[src/rtl/turn_scheduler_pkg.sv]
// Shared direction codes, FSM state type and direction helpers for the
// turn scheduler and the snake movement/collision logic.
// Optional feature macro: TURN_SCHEDULER_PAUSE_EN adds the S_PAUSE state.
package turn_scheduler_pkg;

  localparam logic [4:0] DIR_IDLE  = 5'b10000;
  localparam logic [4:0] DIR_UP    = 5'b01000;
  localparam logic [4:0] DIR_LEFT  = 5'b00100;
  localparam logic [4:0] DIR_DOWN  = 5'b00010;
  localparam logic [4:0] DIR_RIGHT = 5'b00001;

  typedef enum logic [1:0] {
    S_IDLE  = 2'd0,
`ifdef TURN_SCHEDULER_PAUSE_EN
    S_PAUSE = 2'd2,
`endif
    S_RUN   = 2'd1
  } state_t;

  // True only for exactly one of the four movement codes.
  function automatic logic is_dir(input logic [4:0] code);
    return (code == DIR_UP) || (code == DIR_LEFT) ||
           (code == DIR_DOWN) || (code == DIR_RIGHT);
  endfunction

  // Reverse of a movement code; non-movement codes map to themselves.
  function automatic logic [4:0] opposite(input logic [4:0] code);
    logic [4:0] r;
    case (code)
      DIR_UP:    r = DIR_DOWN;
      DIR_DOWN:  r = DIR_UP;
      DIR_LEFT:  r = DIR_RIGHT;
      DIR_RIGHT: r = DIR_LEFT;
      default:   r = code;
    endcase
    return r;
  endfunction

endpackage

[src/rtl/turn_scheduler_dir_fifo.sv]
// dir_fifo: 5-bit synchronous FIFO for queued turns.
// Ports:
//   clk, reset_n     clock, synchronous active-low reset
//   push, din        write din at the tail (ignored when full without pop)
//   pop              drop the head entry (ignored when empty)
//   flush            empty the queue; wins over push/pop
//   dout             head entry
//   tail             most recently written entry (valid when not empty)
//   count            occupancy, AW+1 bits
//   full, empty      occupancy flags; full is registered
module dir_fifo #(
  parameter int unsigned DEPTH = 4,
  parameter int unsigned AW    = 2
) (
  input  logic          clk,
  input  logic          reset_n,
  input  logic          push,
  input  logic          pop,
  input  logic          flush,
  input  logic [4:0]    din,
  output logic [4:0]    dout,
  output logic [4:0]    tail,
  output logic [AW:0]   count,
  output logic          full,
  output logic          empty
);

  logic [4:0]  mem [DEPTH];
  logic [AW-1:0] rd_ptr;
  logic [AW-1:0] wr_ptr;
  logic [AW:0]   count_next;
  logic          push_ok;
  logic          pop_ok;

  assign empty = (count == '0);
  assign dout  = mem[rd_ptr];
  assign tail  = mem[wr_ptr - AW'(1)];

  // Pop is evaluated first so a full queue can accept a push in the same cycle.
  assign pop_ok  = pop && !empty;
  assign push_ok = push && (!full || pop_ok);

  always_comb begin
    count_next = count;
    if (flush)
      count_next = '0;
    else if (push_ok && !pop_ok)
      count_next = count + (AW+1)'(1);
    else if (pop_ok && !push_ok)
      count_next = count - (AW+1)'(1);
  end

  always_ff @(posedge clk) begin
    if (!reset_n) begin
      rd_ptr <= '0;
      wr_ptr <= '0;
      count  <= '0;
      full   <= 1'b0;
    end else begin
      count <= count_next;
      full  <= (count_next == (AW+1)'(DEPTH));
      if (flush) begin
        rd_ptr <= '0;
        wr_ptr <= '0;
      end else begin
        if (pop_ok)
          rd_ptr <= rd_ptr + AW'(1);
        if (push_ok) begin
          mem[wr_ptr] <= din;
          wr_ptr      <= wr_ptr + AW'(1);
        end
      end
    end
  end

endmodule

[src/rtl/turn_scheduler.sv]
// turn_scheduler: arbitrates button/keyboard turn requests, queues them in a
// small FIFO and applies at most one turn per game tick.
// Optional feature macro: TURN_SCHEDULER_PAUSE_EN (pause freezes stepping).
// Ports:
//   clk, reset_n          clock, synchronous active-low reset
//   btn_dir, btn_valid    button request (wins arbitration)
//   kbd_dir, kbd_valid    keyboard request
//   tick                  game-step pulse
//   game_over             return to idle, flush queue, clear overflow
//   pause                 freeze stepping (only with the macro)
//   direction             registered one-hot current direction
//   move_strobe           one-cycle pulse one cycle after a running tick
//   queue_full            FIFO holds DEPTH entries
//   overflow              sticky: a request was dropped
module turn_scheduler
  import turn_scheduler_pkg::*;
#(
  parameter int unsigned DEPTH = 4,
  parameter int unsigned AW    = 2
) (
  input  logic       clk,
  input  logic       reset_n,
  input  logic [4:0] btn_dir,
  input  logic       btn_valid,
  input  logic [4:0] kbd_dir,
  input  logic       kbd_valid,
  input  logic       tick,
  input  logic       game_over,
  input  logic       pause,
  output logic [4:0] direction,
  output logic       move_strobe,
  output logic       queue_full,
  output logic       overflow
);

  state_t      state;
  logic [4:0]  req_dir;
  logic        req_valid;
  logic        arb_drop;
  logic        dup;
  logic        step_ok;
  logic        pop;
  logic        push;
  logic        full_drop;
  logic [4:0]  fifo_head;
  logic [4:0]  fifo_tail;
  logic        fifo_full;
  logic        fifo_empty;
  logic [AW:0] fifo_count_unused;

`ifndef TURN_SCHEDULER_PAUSE_EN
  logic pause_unused;
  assign pause_unused = pause;
`endif

  always_comb begin
    req_dir   = btn_valid ? btn_dir : kbd_dir;
    req_valid = (btn_valid || kbd_valid) && is_dir(req_dir);
    arb_drop  = btn_valid && kbd_valid && is_dir(kbd_dir);

    // Redundant requests: equal to the queued tail, or to the live
    // direction when nothing is queued.
    dup = fifo_empty ? (req_dir == direction) : (req_dir == fifo_tail);

`ifdef TURN_SCHEDULER_PAUSE_EN
    step_ok = (state == S_IDLE) || ((state == S_RUN) && !pause);
`else
    step_ok = 1'b1;
`endif

    pop       = tick && step_ok && !fifo_empty && !game_over;
    push      = req_valid && !dup && (!fifo_full || pop) && !game_over;
    full_drop = req_valid && !dup && fifo_full && !pop && !game_over;
  end

  dir_fifo #(
    .DEPTH (DEPTH),
    .AW    (AW)
  ) u_fifo (
    .clk     (clk),
    .reset_n (reset_n),
    .push    (push),
    .pop     (pop),
    .flush   (game_over),
    .din     (req_dir),
    .dout    (fifo_head),
    .tail    (fifo_tail),
    .count   (fifo_count_unused),
    .full    (fifo_full),
    .empty   (fifo_empty)
  );

  assign queue_full = fifo_full;

  always_ff @(posedge clk) begin
    if (!reset_n) begin
      state       <= S_IDLE;
      direction   <= DIR_IDLE;
      move_strobe <= 1'b0;
      overflow    <= 1'b0;
    end else begin
      move_strobe <= 1'b0;
      if (game_over) begin
        state     <= S_IDLE;
        direction <= DIR_IDLE;
        overflow  <= 1'b0;
      end else begin
        if (arb_drop || full_drop)
          overflow <= 1'b1;
        case (state)
          S_IDLE: begin
            if (tick && !fifo_empty) begin
              direction   <= fifo_head;
              move_strobe <= 1'b1;
              state       <= S_RUN;
            end
          end
          S_RUN: begin
`ifdef TURN_SCHEDULER_PAUSE_EN
            if (pause)
              state <= S_PAUSE;
            else
`endif
            if (tick) begin
              move_strobe <= 1'b1;
              // A reversal is popped but discarded, spending this tick's turn.
              if (!fifo_empty && (fifo_head != opposite(direction)))
                direction <= fifo_head;
            end
          end
`ifdef TURN_SCHEDULER_PAUSE_EN
          S_PAUSE: begin
            if (!pause)
              state <= S_RUN;
          end
`endif
          default: state <= S_IDLE;
        endcase
      end
    end
  end

endmodule

[config.mk]
export PLATFORM = sky130hd
export DESIGN_NAME = turn_scheduler
export DESIGN_NICKNAME = d
export VERILOG_FILES = /design/src/rtl/turn_scheduler_pkg.sv /design/src/rtl/turn_scheduler_dir_fifo.sv /design/src/rtl/turn_scheduler.sv
export SDC_FILE = /design/constraint.sdc
export NUM_CORES = 1
export LEC_CHECK = 0
export CAP_MARGIN = 20
export CORE_MARGIN = 5
export CORE_UTILIZATION = 45
export CTS_CLUSTER_DIAMETER = 200
export CTS_CLUSTER_SIZE = 10
export DETAILED_ROUTE_END_ITERATION = 16
export DONT_BUFFER_PORTS = 1
export GPL_TIMING_DRIVEN = 0
export SETUP_SLACK_MARGIN = 0.2
export SLEW_MARGIN = 20
export SYNTH_ARGS = -nofsm -noshare
export SYNTH_HDL_FRONTEND = slang
export SYNTH_SLANG_ARGS = --single-unit
[constraint.sdc]
create_clock -name clk -period 6 [get_ports clk]
set_clock_uncertainty 0.1 [all_clocks]
set_input_delay 1.2 -clock clk [delete_from_list [all_inputs] [get_ports clk]]
set_output_delay 1.2 -clock clk [all_outputs]
set_load 0.005 [all_outputs]
==> impl_metrics.tcl, run 1 <==
set metrics [dict create \
    status "completed" \
    cts_buffer_depth 2 \
    cts_hold_buf 0 \
    grt.busiest_layer "met2" \
    io_pins 25 \
    routed_wirelength_um 4410 \
    yosys.area.top_type_share_pct 27.9 \
    finalWeightedCongestion 0.749 \
    internal_power_uw 416 \
    cp-start-kind "input port" \
    drc 0 \
    crit_type "input port to flop" \
    synth.cell_area_mm2 0.00216 \
    worst_pin_slew_ps 534 \
    grt_usage_pct 15.0 \
    ys_ff_latch 38 \
    yosys-top-cells-count "nor2_1 (21), edfxtp_1 (20), mux2i_1 (20)" \
    cp.arrival_ps 3510 \
    rows 25 \
    die_area_mm2 0.00628 \
    initial_core_util_pct 45.9 \
    power_leakage_nw 0.838 \
    clk_pin_slew_worst_paths_ps 80 \
    cp-end-kind "flop" \
    dp.cells 238 \
    core_area_mm2 0.00469 \
    yosysMostFrequentCell "nor2_1" \
    period_share_pct 60.8 \
    drive_gt1_share_pct 15.1 \
    power_density_mw_per_mm2 229 \
    max_freq_mhz 274 \
    cts.repair.resized 0 \
    grt_first_pass_wirelength_um 7040 \
    place.port_buffers 0 \
    finalCriticalPeriod_ps 3650 \
    maxSlewViolCount 0 \
    use_met2_pct 25.6 \
    wl_per_cell_um 17.9 \
    hold_violations 0 \
    firstDrtPassIters 4 \
    numCtsBuffers 5 \
    final_net_count 215 \
    rsz0062_at_grt "no" \
    drtIter0Drc 97 \
    cp_max_fo 7 \
    met3_usage_pct 4.31 \
    multiInputGateArea_mm2 0.00111 \
    cp.required_ps 5870 \
    synthFlopType "edfxtp_1" \
    grt_use_met1_pct 17.3 \
    seq_area_um2 961 \
    p_sw_uw 118 \
    pwr-share-clk_pct 40.9 \
    dpl-instance-area_mm2 0.00222 \
    synth_nets 208 \
    cts_max_level 2 \
    yosysTopAreaCell "edfxtp_1" \
    netlist_instances 184 \
    drv_cap 0 \
    vdd_drop_max_mv 0.131 \
    cts_sinks 38 \
    tns_ps 0 \
    p_comb_share_pct 7.4 \
    slew_headroom_pct 63.4 \
    synth-edff-count 20 \
    async_reset_ff_share_pct 0 \
    yosysUniqueCellTypes 36 \
    holdWs_ps 412 \
    detail-route-antenna-nets 0 \
    via_per_inst 5.78 \
    grt_overflow_total 0 \
    die_h_um 79.2 \
    vias 1423 \
    cts_tree "done" \
    switching_share_pct 22.2 \
    areaGrowthSynthToFinish_pct 8.24 \
    finalSetupViolCount 0 \
    insertion_delay_ps 300 \
    syn-mean-instance-area_um2 11.7 \
    post_cts_buffers 0 \
    die_w_um 79.2 \
    grt_pass1_vias 1430 \
    nFillCells 396 \
    fin_cells 246 \
    fin_util_pct 49.7 \
    antenna_cells 0 \
    cts-root-buf "clkbuf_8" \
    dpl.hpwl_um 3390 \
    p_seq_share_pct 51.7 \
    ys_top_cells_by_area "edfxtp_1 (28%), dfxtp_1 (17%), mux4_2 (10%)" \
    antenna_found_initial 0 \
    grt_max_degree 13 \
    hold_path.class "flop to flop" \
    yosys_warnings 0 \
    postLayoutCellArea_mm2 0.00233 \
    ys_seq_area_share_pct 44.6 \
]
[final cells by class]
| cell class | count | area share [%] |
|---|---|---|
| multi-input cells | 130 | 47.6 |
| flip-flops and latches | 38 | 41.2 |
| plain buffers | 5 | 1.88 |
| inverters | 11 | 1.77 |
| well taps | 54 | 2.90 |
| clock inverters | 2 | 1.61 |
| clock buffers | 6 | 3.11 |
[logic make-up (layout without fill, tap and decap cells)]
logic type	count (synthesis)	after routing	share of synthesized area (%)
AND/OR/NAND/NOR	56	56	13.3
flip-flops	38	38	44.6
multiplexers	33	33	21.9
AO/OA/AOI/OAI	18	18	5.69
XOR/XNOR	16	16	6.50
buffers and inverters	16	24	3.95
adder cells (fa/ha/maj)	7	7	4.06
[metal layers]
metal / vias to the layer above / routed length [um]
li1: 671 / -
met1: 706 / 1820
met2: 33 / 2290
met3: 13 / 178
met4: 0 / 121
met5: - / 0
[power by group through the flow]
stage	Sequential, mW	Clock (mW)	Combinational, mW
2_1_floorplan	0.282	0	0.0320
5_1_grt	0.276	0.236	0.0429
4_1_cts	0.276	0.223	0.0396
3_3_place_gp	0.282	0	0.0381
3_5_place_dp	0.282	0	0.0395
6_report	0.276	0.218	0.0394
[final timing paths]
check	to	start	slack, ps	cells past startpoint
max	u_fifo.mem[3][3]$_DFFE_PP_	btn_valid	2350	9
min	state[0]$_SDFFE_PP0P_	state[0]$_SDFFE_PP0P_	410	2
max reg2reg	u_fifo.mem[3][3]$_DFFE_PP_	u_fifo.wr_ptr[0]$_SDFFE_PP0N_	2640	11
min reg2reg	state[0]$_SDFFE_PP0P_	state[0]$_SDFFE_PP0P_	410	2
[state kept, by name, summed over array words and instances (netlist names), named ones only]
| name | flops |
|---|---|
| overflow | 1 |
| direction | 5 |
| u_fifo.wr_ptr | 2 |
| u_fifo.mem | 20 |
| u_fifo.count | 3 |
| u_fifo.full | 1 |
| u_fifo.rd_ptr | 2 |
| move_strobe | 1 |
| state | 1 |
[cells in the final DEF (no fill, tap or decap), types with 6 or more instances in the layout]
cell type  netlist  routed
mux4_2          10      10
inv_1           11      11
nor2_1          21      21
xor2_1           7       7
dfxtp_1         18      18
mux2i_1         20      20
nand2_1         10      10
ha_1             7       7
and2_1           7       7
edfxtp_1        20      20
clkbuf_8         1       6
xnor2_1          9       9
a21oi_1          6       6
[per-stage QoR]
stage	setup WS (ps)	power, mW
after floorplan	2590	0.314
after global placement	2140	0.320
after detailed placement	2050	0.322
after CTS	2370	0.539
after global routing	2260	0.555
final	2350	0.534
[worst max-delay path, stage by stage]
cell      delay, ps
buf_6           130
mux2i_2         430
and2_1          210
mux2i_1          70
o21ai_1         240
nand2_1         170
a2111o_1        500
nor2_1          210
and2_1          350
(Power assumes the default switching activity.)
==> run 2, diff against run 1 <==
Clock period 6 ns to 3.8 ns, I/O delays scaled along.
==> results of run 2 <==
Same layout as run 1 (identical final DEF). Status: completed.
Main changes from that run: setup slack after placement 2050 ps -> 287 ps; setup slack after layout 2350 ps -> 436 ps; start point of the critical path btn_valid -> u_fifo.wr_ptr[0]$_SDFFE_PP0N_; register-to-register setup slack 2640 ps -> 440 ps; total power 0.534 mW -> 0.843 mW; worst IR drop on VDD 0.131 mV -> 0.207 mV
==> run 3, diff against run 2 <==
Settings changed: CORE_UTILIZATION 45 to 63, PLACE_DENSITY from default to 0.79.
==> run 3 against run 2 <==
Effect of this change: routed wire length down 4.7%; largest cell class unchanged; flip-flop and latch count unchanged; cell area down 0.80%; final cell count down 3.3%; register-to-register slack better by 20 ps; clock-buffer cell count down 1; critical endpoint is now u_fifo.mem[0][2]$_DFFE_PP_; sequential share of layout area up 0.33 points; non-clock buffer count unchanged; clock power down 4%; via count up 0.21%; critical path depth unchanged; critical path type unchanged.
==> impl_metrics.tcl, run 3 (same netlist as run 1, synthesis figures left out) <==
set metrics [dict create \
    max_freq_mhz 299 \
    switching_share_pct 20.2 \
    drtIter0Drc 115 \
    cts_tree "done" \
    rows 21 \
    grt.busiest_layer "met2" \
    largest_reg_flops 20 \
    p_sw_uw 168 \
    grt_pass1_vias 1456 \
    use_met2_pct 35.3 \
    die_h_um 68.5 \
    slew_headroom_pct 67.5 \
    insertion_delay_ps 340 \
    cts_buffer_depth 2 \
    nFillCells 234 \
    rsz0062_at_grt "no" \
    cts.repair.resized 0 \
    cp.arrival_ps 3270 \
    clk_pin_slew_worst_paths_ps 110 \
    drc 0 \
    drive_gt1_share_pct 15.1 \
    detailedPlace.worstSlack_ps 372 \
    final_cell_mix "nor2_1 (21), mux2i_1 (20), edfxtp_1 (20)" \
    finalSetupViolCount 0 \
    routed_wirelength_um 4200 \
    wl_per_cell_um 17.6 \
    final_net_count 215 \
    multiInputGateArea_mm2 0.00111 \
    cts_hold_buf 0 \
    seq_area_um2 961 \
    internal_power_uw 663 \
    numCtsBuffers 5 \
    detail-route-antenna-nets 0 \
    vdd_drop_max_mv 0.240 \
    initial_core_util_pct 64.6 \
    grt_use_met1_pct 23.0 \
    vias 1426 \
    status "completed" \
    biggestRegsByFlops "u_fifo.mem (20), direction (5), u_fifo.count (3)" \
    grt_usage_pct 20.1 \
    period_share_pct 88.0 \
    antenna_found_initial 0 \
    worst_slack_ps 456 \
    grt_max_degree 13 \
    cts-root-buf "clkbuf_4" \
    cp-start-kind "flop" \
    p_seq_share_pct 52.5 \
    maxSlewViolCount 0 \
    die_area_mm2 0.00469 \
    io_pins 25 \
    cts_max_level 2 \
    top_register "u_fifo.mem" \
    grt_first_pass_wirelength_um 6730 \
    core_area_mm2 0.00334 \
    cp-end-kind "flop" \
    met3_usage_pct 4.70 \
    worst_pin_slew_ps 474 \
    finalWeightedCongestion 0.817 \
    crit_type "flop to flop" \
    drv_cap 0 \
    hold_violations 0 \
    power_leakage_nw 0.839 \
    cp_max_fo 6 \
    via_per_inst 5.99 \
    holdWs_ps 440 \
    hold_path.class "input port to flop" \
    power_density_mw_per_mm2 359 \
    pwr-share-clk_pct 40.0 \
    firstDrtPassIters 4 \
    antenna_cells 0 \
    fin_util_pct 69.4 \
    post_cts_buffers 0 \
    areaGrowthSynthToFinish_pct 7.37 \
    dpl.hpwl_um 3150 \
    tns_ps 0 \
    cts_sinks 38 \
    layout.cells.most_common "nor2_1" \
    cp.required_ps 3720 \
    place.port_buffers 0 \
    p_comb_share_pct 7.5 \
    grt_overflow_total 0 \
    finalCriticalPeriod_ps 3340 \
    die_w_um 68.5 \
]
[run 3: layout make-up]
class | instances | area share (%)
multi-input combinational | 130 | 47.9
sequential | 38 | 41.5
clock inverter | 3 | 2.76
tap | 46 | 2.49
buffer | 5 | 1.89
inverter | 11 | 1.78
clock buffer | 5 | 1.62
[run 3: per-stage QoR]
step                      power (mW)  instance area [um^2]  instances
after floorplan                0.496                  2160        184
after CTS                      0.838                  2310        238
after detailed placement       0.507                  2210        230
after global placement         0.505                  2210        230
after global routing           0.861                  2310        238
final                          0.831                  2310        238
[run 3: final timing paths]
path                                  from                    endpoint  slack, ps  cells after the start
max          u_fifo.wr_ptr[0]$_SDFFE_PP0N_  u_fifo.mem[0][2]$_DFFE_PP_        460                     11
min                                   tick      move_strobe$_SDFF_PP0_        440                      1
max reg2reg  u_fifo.wr_ptr[0]$_SDFFE_PP0N_  u_fifo.mem[0][2]$_DFFE_PP_        460                     11
min reg2reg          state[0]$_SDFFE_PP0P_       state[0]$_SDFFE_PP0P_        450                      2
[run 3: metal layers]
metal / share of wire (%) / up-vias
li1: - / 673
met3: 6.4 / 7
met4: 1.6 / 0
met1: 41 / 696
met2: 51 / 50
met5: 0 / -
[run 3: worst max-delay path, stage by stage (launching register included)]
cell and delay, ps:
dfxtp_1 400, buf_6 160, inv_1 90, ha_1 450
mux4_2 360, mux2i_1 180, xnor2_1 110, nand3_2 110
nor2_1 90, a2111o_1 460, nor2_1 210, and2_1 320
[run 3: power by group through the flow]
stage / clock network (mW) / registers, mW / logic [mW]
2_1_floorplan: 0 / 0.445 / 0.0505
3_3_place_gp: 0 / 0.445 / 0.0593
3_5_place_dp: 0 / 0.446 / 0.0615
4_1_cts: 0.339 / 0.436 / 0.0627
5_1_grt: 0.356 / 0.437 / 0.0682
6_report: 0.332 / 0.436 / 0.0627
